--- config.mk ---
export PLATFORM = sky130hd
export DESIGN_NAME = serial_adder
export DESIGN_NICKNAME = d
export VERILOG_FILES = /design/src/rtl/adder_pkg.sv /design/src/rtl/fa_cell.sv /design/src/rtl/serial_adder.sv
export SDC_FILE = /design/constraint.sdc
export NUM_CORES = 1
export LEC_CHECK = 0
export CORE_ASPECT_RATIO = 1.1
export CORE_MARGIN = 2
export CORE_UTILIZATION = 49
export DETAILED_ROUTE_END_ITERATION = 12
export PLACE_DENSITY = 0.78
export SKIP_LAST_GASP = 1
export SLEW_MARGIN = 15
export SYNTH_ARGS = -nofsm -noshare
export SYNTH_HDL_FRONTEND = slang
export SYNTH_HIERARCHICAL = 1
export SYNTH_SLANG_ARGS = --single-unit
--- constraint.sdc ---
create_clock -name clk -period 2 [get_ports clk]
set_input_delay 0.3 -clock clk [delete_from_list [all_inputs] [get_ports clk]]
set_output_delay 0.3 -clock clk [all_outputs]
set_load 0.02 [all_outputs]
--- src/rtl/adder_pkg.sv ---
// rtl/adder_pkg.sv - shared FSM state encoding and add/subtract mode constants
package adder_pkg;

  typedef enum logic [1:0] {
    ST_IDLE = 2'd0,
    ST_RUN  = 2'd1,
    ST_DONE = 2'd2
  } state_e;

  localparam logic MODE_ADD = 1'b0;
  localparam logic MODE_SUB = 1'b1;

endpackage

--- src/rtl/fa_cell.sv ---
// rtl/fa_cell.sv - single-bit combinational full adder
module fa_cell (
  input  logic a,
  input  logic b,
  input  logic cin,
  output logic s,
  output logic cout
);

  assign s    = a ^ b ^ cin;
  assign cout = (a & b) | (cin & (a ^ b));

endmodule

--- src/rtl/serial_adder.sv ---
// rtl/serial_adder.sv - bit-serial adder/subtractor, LSB first, one full-adder cell
module serial_adder
  import adder_pkg::*;
#(
  parameter int WIDTH = 8
) (
  input  logic             clk,
  input  logic             rst_n,
  input  logic             in_valid,
  output logic             in_ready,
  input  logic [WIDTH-1:0] a,
  input  logic [WIDTH-1:0] b,
  input  logic             cin,
  input  logic             sub,
  output logic             out_valid,
  input  logic             out_ready,
  output logic [WIDTH-1:0] sum,
  output logic             cout,
  output logic             ovf
);

  localparam int CW = $clog2(WIDTH + 1);

  state_e           state_q, state_d;
  logic [WIDTH-1:0] a_q, a_d;
  logic [WIDTH-1:0] b_q, b_d;
  logic [WIDTH-1:0] sum_q, sum_d;
  logic             carry_q, carry_d;
  logic             ovf_q, ovf_d;
  logic [CW-1:0]    cnt_q, cnt_d;
  logic             fa_s, fa_co;
  logic             accept, last_bit;

  fa_cell u_fa (
    .a    (a_q[0]),
    .b    (b_q[0]),
    .cin  (carry_q),
    .s    (fa_s),
    .cout (fa_co)
  );

  assign accept   = (state_q == ST_IDLE) && in_valid;
  assign last_bit = (cnt_q == CW'(WIDTH - 1));

  always_ff @(posedge clk or negedge rst_n) begin
    if (!rst_n) begin
      state_q <= ST_IDLE;
    end else begin
      state_q <= state_d;
    end
  end

  always_comb begin
    state_d = state_q;
    unique case (state_q)
      ST_IDLE: if (in_valid)  state_d = ST_RUN;
      ST_RUN:  if (last_bit)  state_d = ST_DONE;
      ST_DONE: if (out_ready) state_d = ST_IDLE;
      default: state_d = ST_IDLE;
    endcase
  end

  always_comb begin
    in_ready  = (state_q == ST_IDLE);
    out_valid = (state_q == ST_DONE);
    sum       = sum_q;
    cout      = carry_q;
    ovf       = ovf_q;
  end

  // Subtract is A + ~B + 1, so B is inverted at capture and the carry seeded to 1.
  always_comb begin
    a_d     = a_q;
    b_d     = b_q;
    sum_d   = sum_q;
    carry_d = carry_q;
    ovf_d   = ovf_q;
    cnt_d   = cnt_q;
    if (accept) begin
      a_d     = a;
      b_d     = (sub == MODE_SUB) ? ~b : b;
      carry_d = (sub == MODE_SUB) ? 1'b1 : cin;
      cnt_d   = '0;
    end else if (state_q == ST_RUN) begin
      a_d              = a_q >> 1;
      b_d              = b_q >> 1;
      sum_d            = sum_q >> 1;
      sum_d[WIDTH-1]   = fa_s;
      carry_d          = fa_co;
      cnt_d            = cnt_q + CW'(1);
      if (last_bit) begin
        ovf_d = carry_q ^ fa_co;
      end
    end
  end

  always_ff @(posedge clk or negedge rst_n) begin
    if (!rst_n) begin
      a_q     <= '0;
      b_q     <= '0;
      sum_q   <= '0;
      carry_q <= 1'b0;
      ovf_q   <= 1'b0;
      cnt_q   <= '0;
    end else begin
      a_q     <= a_d;
      b_q     <= b_d;
      sum_q   <= sum_d;
      carry_q <= carry_d;
      ovf_q   <= ovf_d;
      cnt_q   <= cnt_d;
    end
  end

endmodule

==> impl_metrics.py <==
metrics = {
    "route": {
        "antenna_left": 0,
        "routedWlPerCell_um": 14.1,
        "vias": 1213,
        "drcViolationCount": 0,
        "vias_per_cell": 5.54,
        "drt_iter0_markers": 56,
        "drt-total-wl_um": 3090,
        "drtPass1Iterations": 4,
    },
    "cts": {
        "cts_buffer_depth": 2,
        "h-tree-depth": 2,
        "clk_pin_slew_worst_paths_ns": 0.09,
        "cts_resized": 0,
        "cts_root_buf": "clkbuf_4",
        "cts_buffers": 5,
        "hold_buffers": 0,
        "insertion_delay_ns": 0.33,
        "cts_setup_buffers": 0,
        "cts_tree": "built",
        "clock-sinks": 32,
    },
    "global_route": {
        "gr-total-overflow": 0,
        "antenna_found_initial": 0,
        "grtUsageTotal": 0.199,
        "grt_max_degree": 33,
        "grt_pass1_wl_um": 5220,
        "grt_pass1_vias": 1192,
    },
    "critical_path": {
        "startpoint_type": "flop",
        "crit_chain": "nor2_2 > clkdlybuf4s50_1",
        "r2r_setup_slack_ns": 0.53,
        "r2r_cells": 3,
        "cp.required_ns": 1.70,
        "arrival_ns": 1.57,
        "worstReg2RegEnd": "cnt_q[3]",
        "crit_fanout": 3,
        "path_buf_inv": 1,
        "critPathMaxStageDelay_ns": 0.63,
        "r2r_start": "state_q[1]",
        "cpMaxStageDelayCell": "clkdlybuf4s50_1",
        "path_delay_family": "buffers and inverters",
        "cp-end-kind": "output pin",
        "path_class": "flop to output pin",
    },
    "yosys": {
        "yosysTopAreaCell": "dfrtp_1",
        "seq_area_frac_synth": 0.538,
        "synth_area_mm2": 0.00149,
        "ys_top_cells_by_area": "dfrtp_1, nand2_1, xnor2_1, o221ai_1, a22oi_1",
        "synth.top_cell.area_share": 0.538,
        "synthCells": 150,
        "async_flop_share": 1.00,
        "ys.warnings.count": 6,
        "syn-num-nets": 174,
        "synth_ff_type": "dfrtp_1",
        "synth.distinct_cells": 30,
        "synth_edf_count": 0,
        "ys_ff_latch": 32,
        "synth_area_per_cell_um2": 9.92,
    },
    "timing": {
        "fin_crit_ns": 1.87,
        "relSlewSlack": 0.670,
        "setup_viol": 0,
        "setup_tns_ns": 0,
        "tightest_slew_ns": 0.494,
        "rsz0062_at_grt": "no",
        "timing.hold.ws_ns": 0.359,
        "maxSlewViolCount": 0,
        "min_period_over_period": 0.935,
        "fin_ws_ns": 0.130,
        "hold_violations": 0,
        "fmax_mhz": 535,
        "final.setup_skew_ns": 0.00390,
    },
    "die": {
        "core_mm2": 0.00283,
        "ios": 34,
        "fp-row-count": 20,
        "fp.dieH_um": 61.8,
        "die_area_mm2": 0.00349,
        "start_util": 0.526,
        "fp.dieW_um": 56.5,
    },
    "final_layout": {
        "multi_input_area_um2": 631,
        "nFillCells": 239,
        "drive_above_1_share": 0.0699,
        "layout_commonest_cell": "nand2_1",
        "n_antenna_cell": 0,
        "fin_util": 0.672,
        "mostFrequentLayoutCells": "nand2_1, clkdlybuf4s50_1, dfrtp_1",
        "nets": 209,
        "synthToLayoutAreaGrowth_pct": 27.7,
        "seqCellArea_um2": 801,
    },
    "place": {
        "io_buffer_count": 33,
        "place_ws_ns": 0.238,
        "gp_congestion": 0.830,
        "place_hpwl_um": 2180,
    },
    "worst_hold_path": {
        "hold_path.class": "input pin to async pin",
    },
    "pwr": {
        "p_leak_uw": 0.000830,
        "vdd_drop_max_mv": 0.750,
        "p_total_uw": 2650,
        "power_density_mw_per_mm2": 1400,
    },
    "run": {
        "drv_cap": 0,
    },
    "status": {
        "status": "finished, final reports clean",
    },
}
flip-flops by register name, indices dropped and copies added, names as in the netlist:
signal	flops
state_q	2
b_q	8
ovf	1
cnt_q	4
cout	1
a_q	8
sum	8
layer usage:
layer	wire length, um	share of wire	up-vias	GRT usage
li1	-	-	588	-
met1	1260	0.41	576	0.214
met2	1600	0.52	41	0.359
met3	179	0.058	8	0.0683
met4	61	0.020	0	0.0986
met5	0	0	-	0
power breakdown:
group | total (uW) | internal (uW) | switching (uW)
combinational | 1150 | 539 | 615
sequential | 1120 | 922 | 198
clock | 379 | 173 | 206
synth_stat cells, drive strengths merged, types with 2 or more instances:
| cell type | count |
|---|---|
| nand2 | 48 |
| dfrtp | 32 |
| o21ai | 9 |
| buf | 8 |
| xnor2 | 7 |
| a22oi | 6 |
| o221ai | 6 |
| o22ai | 5 |
| a21oi | 4 |
| nor2 | 3 |
| inv | 2 |
| nand2b | 2 |
| nand3 | 2 |
| nor2b | 2 |
| xor2 | 2 |
cells by family after synthesis:
| kind of cell | after synthesis | share of synthesized area |
|---|---|---|
| adders and majority gates | 2 | 0.0219 |
| xor gates and xnor gates | 9 | 0.0530 |
| DFF | 32 | 0.538 |
| and+or+nand+nor | 58 | 0.160 |
| buffers and inverters | 11 | 0.0378 |
| AOI/OAI and AO/OA | 36 | 0.172 |
| muxes | 2 | 0.0168 |
final cells by class:
class,count,area share
flip-flops and latches,32,0.422
multi-input cells,107,0.332
repair buffers,37,0.190
clock buffers,8,0.0310
well taps,33,0.0217
inverters,2,0.00395
through the flow:
step                cell area, um^2  instances
floorplan                      1490        150
global placement               1840        211
detailed placement             1840        211
CTS                            1900        219
global route                   1900        219
finish                         1900        219
how the worst max path moves through the flow:
stage | start | endpoint | slack (ns) | cells after the start
floorplan | cout | ovf | 0.54 | 3
CTS | state_q[0] | in_ready | 0.12 | 2
global placement | in_valid | a_q[5] | 0.30 | 4
global route | state_q[0] | in_ready | 0.06 | 2
finish | state_q[0] | in_ready | 0.13 | 2
detailed placement | in_valid | a_q[3] | 0.24 | 4
Power figures use the tool's default switching activity.
